==> src/rtl/adpll_lock_detector.sv <==
// Phase-lock qualifier on the DCO clock: measures PFD flag activity per reference period and qualifies phase_lock.
// Status outputs are registered on clk. There is no backpressure. ref/flag/freq_lock are 2-flop synchronised (ref edge seen 3 clk late).
module adpll_lock_detector #(
    parameter int W          = 8,
    parameter int ERR_TOL    = 2,
    parameter int LOCK_CNT   = 16,
    parameter int UNLOCK_CNT = 4,
    parameter int TIMEOUT    = 200
) (
    input  logic         clk,
    input  logic         RESET_,
    input  logic         ref_clk,
    input  logic         flagU,
    input  logic         flagD,
    input  logic         freq_lock,
    output logic         phase_lock,
    output logic         lock_lost,
    output logic         ref_lost,
    output logic [W-1:0] err_width
);

    localparam int CMAX = (LOCK_CNT > UNLOCK_CNT) ? LOCK_CNT : UNLOCK_CNT;
    localparam int CW   = $clog2(CMAX + 1);
    localparam logic [W-1:0]  ACC_MAX = {W{1'b1}};
    localparam logic [W-1:0]  TOL     = W'(ERR_TOL);
    localparam logic [W-1:0]  TMO_END = W'(TIMEOUT - 1);
    localparam logic [CW-1:0] GOOD_N  = CW'(LOCK_CNT);
    localparam logic [CW-1:0] BAD_N   = CW'(UNLOCK_CNT);

    typedef enum logic [1:0] {IDLE, ACQ, LOCKED, HOLD} state_t;

    logic [1:0]    r_ref_sync, r_u_sync, r_d_sync, r_fl_sync;
    logic          r_ref_d;
    logic [W-1:0]  r_err_acc, r_err_width, r_tmo;
    logic          r_ref_lost, r_phase_lock, r_lock_lost;
    logic [CW-1:0] r_gcnt, r_bcnt;
    state_t        r_state;

    logic          w_ref_rise, w_flag, w_freq_ok, w_good, w_rl_rise, w_pl_nxt;
    logic [W-1:0]  w_acc_inc;
    logic [CW-1:0] w_gcnt_nxt, w_bcnt_nxt;
    state_t        w_state_nxt;

    assign w_ref_rise = r_ref_sync[1] & ~r_ref_d;
    assign w_flag     = r_u_sync[1] | r_d_sync[1];
    assign w_freq_ok  = r_fl_sync[1];
    // The sample latched on ref_rise includes the flag of that same cycle.
    assign w_acc_inc  = (r_err_acc == ACC_MAX) ? r_err_acc : r_err_acc + {{(W-1){1'b0}}, w_flag};
    assign w_good     = (w_acc_inc <= TOL);
    assign w_rl_rise  = ~w_ref_rise & ~r_ref_lost & (r_tmo == TMO_END);

    always_ff @(posedge clk or negedge RESET_) begin
        if (!RESET_) begin
            r_ref_sync <= '0;
            r_u_sync   <= '0;
            r_d_sync   <= '0;
            r_fl_sync  <= '0;
            r_ref_d    <= 1'b0;
        end else begin
            r_ref_sync <= {r_ref_sync[0], ref_clk};
            r_u_sync   <= {r_u_sync[0], flagU};
            r_d_sync   <= {r_d_sync[0], flagD};
            r_fl_sync  <= {r_fl_sync[0], freq_lock};
            r_ref_d    <= r_ref_sync[1];
        end
    end

    always_ff @(posedge clk or negedge RESET_) begin
        if (!RESET_) begin
            r_err_acc   <= '0;
            r_err_width <= '0;
            r_tmo       <= '0;
            r_ref_lost  <= 1'b0;
        end else if (w_ref_rise) begin
            r_err_width <= w_acc_inc;
            r_err_acc   <= '0;
            r_tmo       <= '0;
            r_ref_lost  <= 1'b0;
        end else begin
            r_err_acc <= w_acc_inc;
            if (r_tmo == TMO_END)
                r_ref_lost <= 1'b1;
            else
                r_tmo <= r_tmo + 1'b1;
        end
    end

    always_comb begin
        w_state_nxt = r_state;
        w_gcnt_nxt  = r_gcnt;
        w_bcnt_nxt  = r_bcnt;
        if (!w_freq_ok) begin
            w_state_nxt = IDLE;
            w_gcnt_nxt  = '0;
            w_bcnt_nxt  = '0;
        end else if (w_rl_rise && (r_state != IDLE)) begin
            w_state_nxt = ACQ;
            w_gcnt_nxt  = '0;
            w_bcnt_nxt  = '0;
        end else begin
            case (r_state)
                IDLE: begin
                    w_state_nxt = ACQ;
                    w_gcnt_nxt  = '0;
                    w_bcnt_nxt  = '0;
                end
                ACQ: if (w_ref_rise) begin
                    if (!w_good)
                        w_gcnt_nxt = '0;
                    else if ((r_gcnt + 1'b1) == GOOD_N) begin
                        w_state_nxt = LOCKED;
                        w_gcnt_nxt  = '0;
                        w_bcnt_nxt  = '0;
                    end else
                        w_gcnt_nxt = r_gcnt + 1'b1;
                end
                LOCKED: if (w_ref_rise && !w_good) begin
                    if (BAD_N == CW'(1)) begin
                        w_state_nxt = ACQ;
                        w_gcnt_nxt  = '0;
                        w_bcnt_nxt  = '0;
                    end else begin
                        w_state_nxt = HOLD;
                        w_bcnt_nxt  = CW'(1);
                    end
                end
                HOLD: if (w_ref_rise) begin
                    if (w_good) begin
                        w_state_nxt = LOCKED;
                        w_bcnt_nxt  = '0;
                    end else if ((r_bcnt + 1'b1) == BAD_N) begin
                        w_state_nxt = ACQ;
                        w_gcnt_nxt  = '0;
                        w_bcnt_nxt  = '0;
                    end else
                        w_bcnt_nxt = r_bcnt + 1'b1;
                end
                default: begin
                    w_state_nxt = IDLE;
                    w_gcnt_nxt  = '0;
                    w_bcnt_nxt  = '0;
                end
            endcase
        end
        w_pl_nxt = (w_state_nxt == LOCKED) || (w_state_nxt == HOLD);
    end

    always_ff @(posedge clk or negedge RESET_) begin
        if (!RESET_) begin
            r_state      <= IDLE;
            r_gcnt       <= '0;
            r_bcnt       <= '0;
            r_phase_lock <= 1'b0;
            r_lock_lost  <= 1'b0;
        end else begin
            r_state      <= w_state_nxt;
            r_gcnt       <= w_gcnt_nxt;
            r_bcnt       <= w_bcnt_nxt;
            r_phase_lock <= w_pl_nxt;
            r_lock_lost  <= r_phase_lock & ~w_pl_nxt;
        end
    end

    assign phase_lock = r_phase_lock;
    assign lock_lost  = r_lock_lost;
    assign ref_lost   = r_ref_lost;
    assign err_width  = r_err_width;

endmodule

==> config.mk <==
export PLATFORM = sky130hd
export DESIGN_NAME = adpll_lock_detector
export DESIGN_NICKNAME = d
export VERILOG_FILES = /design/src/rtl/adpll_lock_detector.sv
export SDC_FILE = /design/constraint.sdc
export NUM_CORES = 1
export LEC_CHECK = 0
export BUFFER_PORTS_ARGS = -buffer_cell sky130_fd_sc_hd__buf_4
export CORE_MARGIN = 4
export CORE_UTILIZATION = 55
export DETAILED_ROUTE_END_ITERATION = 10
export PLACE_DENSITY = 0.74
export SETUP_SLACK_MARGIN = 0.05
export SLEW_MARGIN = 20
export SYNTH_ARGS = -nofsm -noshare
export SYNTH_HDL_FRONTEND = slang
export SYNTH_SLANG_ARGS = --single-unit
export TNS_END_PERCENT = 100
==> constraint.sdc <==
create_clock -name clk -period 5.2 [get_ports clk]
set_input_delay 0.52 -clock clk [delete_from_list [all_inputs] [get_ports clk]]
set_output_delay 0.52 -clock clk [all_outputs]
set_load 0.02 [all_outputs]
==> out/metrics.cfg <==
[cells_and_area]
areaGrowthSynthToFinish_pct = 9.98
n_antenna_cell = 0
stdcell_count = 310
fin_util_pct = 64.9
final_nets = 274
drive_gt1_share_pct = 15.0

[clock_network]
worst_skew_pair.late_latency_ns = 0.30
cts.repair.resized = 0
clockRootBuffer = clkbuf_8
cts_tree = built
cts_made_buffers = 5
postCtsHoldBufs = 0
clockBufferDepth = 2
clock-sinks = 48
htree_levels = 2
cts_setup_buffers = 0
clk_pin_slew_worst_paths_ns = 0.09

[yosys]
synth_async_sr_flop_share_pct = 100
syn_area_per_cell_um2 = 9.98
synth_xor_area_share_pct = 3.22
synth-edff-count = 0
synth_common_cells = 48 x dfrtp_1, 31 x nor2_1, 26 x nand2_1, 14 x o21ai_0
synth_most_common_cell = dfrtp_1
synth-seq-cells = 48
synth_area_mm2 = 0.00244
synth_area_leader_cell = dfrtp_1
synth_ff_type = dfrtp_1
synth_top_family_by_area = simple AND/OR/NAND/NOR gates
synth_area_leaders = dfrtp_1 49%, nor2_1 4.8%, ha_1 4.6%
synth.top_cell.area_share_pct = 49.1
yosysUniqueCellTypes = 57
syn_inst = 245
synthAdderAreaFrac_pct = 4.61
synth_nets = 260
synth_compound_area_share_pct = 16.4
synthMuxAreaShare_pct = 1.23
synth_warnings = 0
seq_area_frac_synth_pct = 49.1
synth-simple-area-share_pct = 22.2

[sta]
tns_ns = 0
fin_crit_sh_pct = 61.1
hold_violations = 0
tightest_slew_ns = 0.834
grt_setup_unrepaired = false
drv_slew = 0
fin_skew_ns = 0.00927
fmax_ghz = 0.315
max_slew_margin_pct = 42.8
layout_min_cycle_time_ns = 3.18
finalSetupViolations = 0

[power]
power_frac_comb_pct = 25.1
power_density_mw_per_mm2 = 340
p_int_mw = 0.610
clock_power_share_pct = 25.0
switching_power_mw = 0.304
ir_drop_v = 0.000231
power.leakage_nw = 1.26
p_seq_share_pct = 49.8
switching_share_pct = 33.3

[routing]
dr.first_iter.drc_count = 129
vias = 1820
drc = 0
dr.pass1.iters = 4
wl_per_cell_um = 15.6
avgViaCountPerCell = 5.87
wl_um = 4820
ant_nets = 0

[critical_path]
crit_arrival_ns = 3.40
critical_path.max_stage_delay_ns = 0.57
reg2reg_depth = 9
crit_path_frequent_cell = ha_1
cp_slowest_cell = a2111oi_4
path_cells = or2_2 > ha_1 > ha_1 > xor2_1 > a2111o_1 > a2111oi_4 > a31oi_1 > o211ai_2 > mux2i_1
critPathBufInv = 0
cp.depth = 9
cpLargestDelayFamily = compound AO/OA/AOI/OAI gates
cp.required_ns = 5.42
worstSetupEndpointType = flop
crit_fanout = 10
cp-start-kind = flop
path_class = reg2reg

[hold_path]
worstHoldPathType = in2async

[floorplanning]
core_mm2 = 0.00414
die_x_um = 74.7
die_h_um = 74.7
die_area_mm2 = 0.00558
rows = 23
io_pins = 17
initial_core_util_pct = 59.0

[grt]
grt.total_usage_pct = 20.0
grt_pass1_vias = 1796
grt_max_degree = 49
grt_pass1_wl_um = 8510
antenna_found_initial = 0
gr-total-overflow = 0

[placement]
dpl.hpwl_um = 3390
gp_congestion = 0.851
place_inst = 302
numPortBuffers = 16

[run_status]
status = complete, no violations

[run]
maxCapViolCount = 0

cells in the final DEF (no fill, tap or decap), types with 4 or more instances in the layout:
cell	Yosys	final
o21ai_0	14	14
a21oi_1	6	6
ha_1	9	9
nand2_1	26	26
xor2_1	7	7
nor3_1	4	4
inv_1	9	9
a31oi_1	4	4
a41oi_1	4	4
nor2_1	31	31
nor2b_1	7	7
nand3_1	5	5
buf_4	1	17
nand4_1	6	6
dfrtp_1	48	48
clkbuf_8	0	6
and3_1	4	4
power groups by stage:
| stage | clock network (mW) | logic (mW) | registers (mW) |
|---|---|---|---|
| after global routing | 0.250 | 0.256 | 0.461 |
| after global placement | 0 | 0.221 | 0.459 |
| after floorplan | 0 | 0.159 | 0.463 |
| after detailed placement | 0 | 0.228 | 0.461 |
| final | 0.229 | 0.230 | 0.455 |
| after CTS | 0.233 | 0.229 | 0.455 |
per-layer routing:
| metal | share of wire, % | vias up | track usage, % |
|---|---|---|---|
| li1 | - | 909 | - |
| met1 | 48 | 865 | 29.1 |
| met2 | 46 | 42 | 30.0 |
| met3 | 4.7 | 4 | 4.67 |
| met4 | 0.77 | 0 | 5.93 |
| met5 | 0 | - | 0 |
final cells by class:
class | count | area [µm²]
Inverter | 9 | 33.8
Sequential cell | 48 | 1200
Multi-Input combinational cell | 178 | 1170
Timing Repair Buffer | 17 | 128
Tap cell | 50 | 62.6
Fill cell | 348 | 1460
Clock inverter | 2 | 15.0
Clock buffer | 6 | 82.6
worst register-to-register path: cells and delay by family (launching register included):
family | cells | cell delay [ns]
AOI/OAI and AO/OA | 4 | 1.63
xor gates and xnor gates | 1 | 0.17
adders and majority gates | 2 | 0.45
DFF | 1 | 0.36
muxes | 1 | 0.21
and+or+nand+nor | 1 | 0.29
flip-flops by register name, summed over array words and instances (netlist names), 2 cells and up:
signal      cells
r_gcnt          5
r_err_acc       8
r_fl_sync       2
err_width       8
r_bcnt          5
r_ref_sync      2
r_d_sync        2
r_state         2
r_tmo           8
r_u_sync        2
cells by family (layout without fill, tap and decap cells):
family | after synthesis | after routing
simple gates | 105 | 105
flops | 48 | 48
buf+inv | 19 | 34
mux | 3 | 3
fa+ha+maj | 9 | 9
compound gates | 52 | 52
xor+xnor | 9 | 9
stage by stage:
step / power (mW) / worst slack (ns) / cell area (µm²) / hold WS [ns]
3_5_place_dp: 0.688 / 2.09 / 2590 / 0.341
4_1_cts: 0.917 / 2.04 / 2690 / 0.242
5_1_grt: 0.967 / 1.81 / 2690 / 0.260
3_3_place_gp: 0.680 / 2.19 / 2590 / 0.333
2_1_floorplan: 0.623 / 2.33 / 2440 / 0.224
6_report: 0.914 / 2.02 / 2690 / 0.204
final timing paths:
path	start	endpoint	slack (ns)
worst max-delay path	r_d_sync[1]	r_bcnt[1]	2.02
worst min-delay path	RESET_	err_width[4]	0.20
worst max register to register	r_d_sync[1]	r_bcnt[1]	2.02
worst min register to register	r_fl_sync[0]	r_fl_sync[1]	0.36
max in group asynchronous	RESET_	lock_lost	4.58
min in group clk	freq_lock	r_fl_sync[0]	0.32
(Power assumes the default switching activity.)
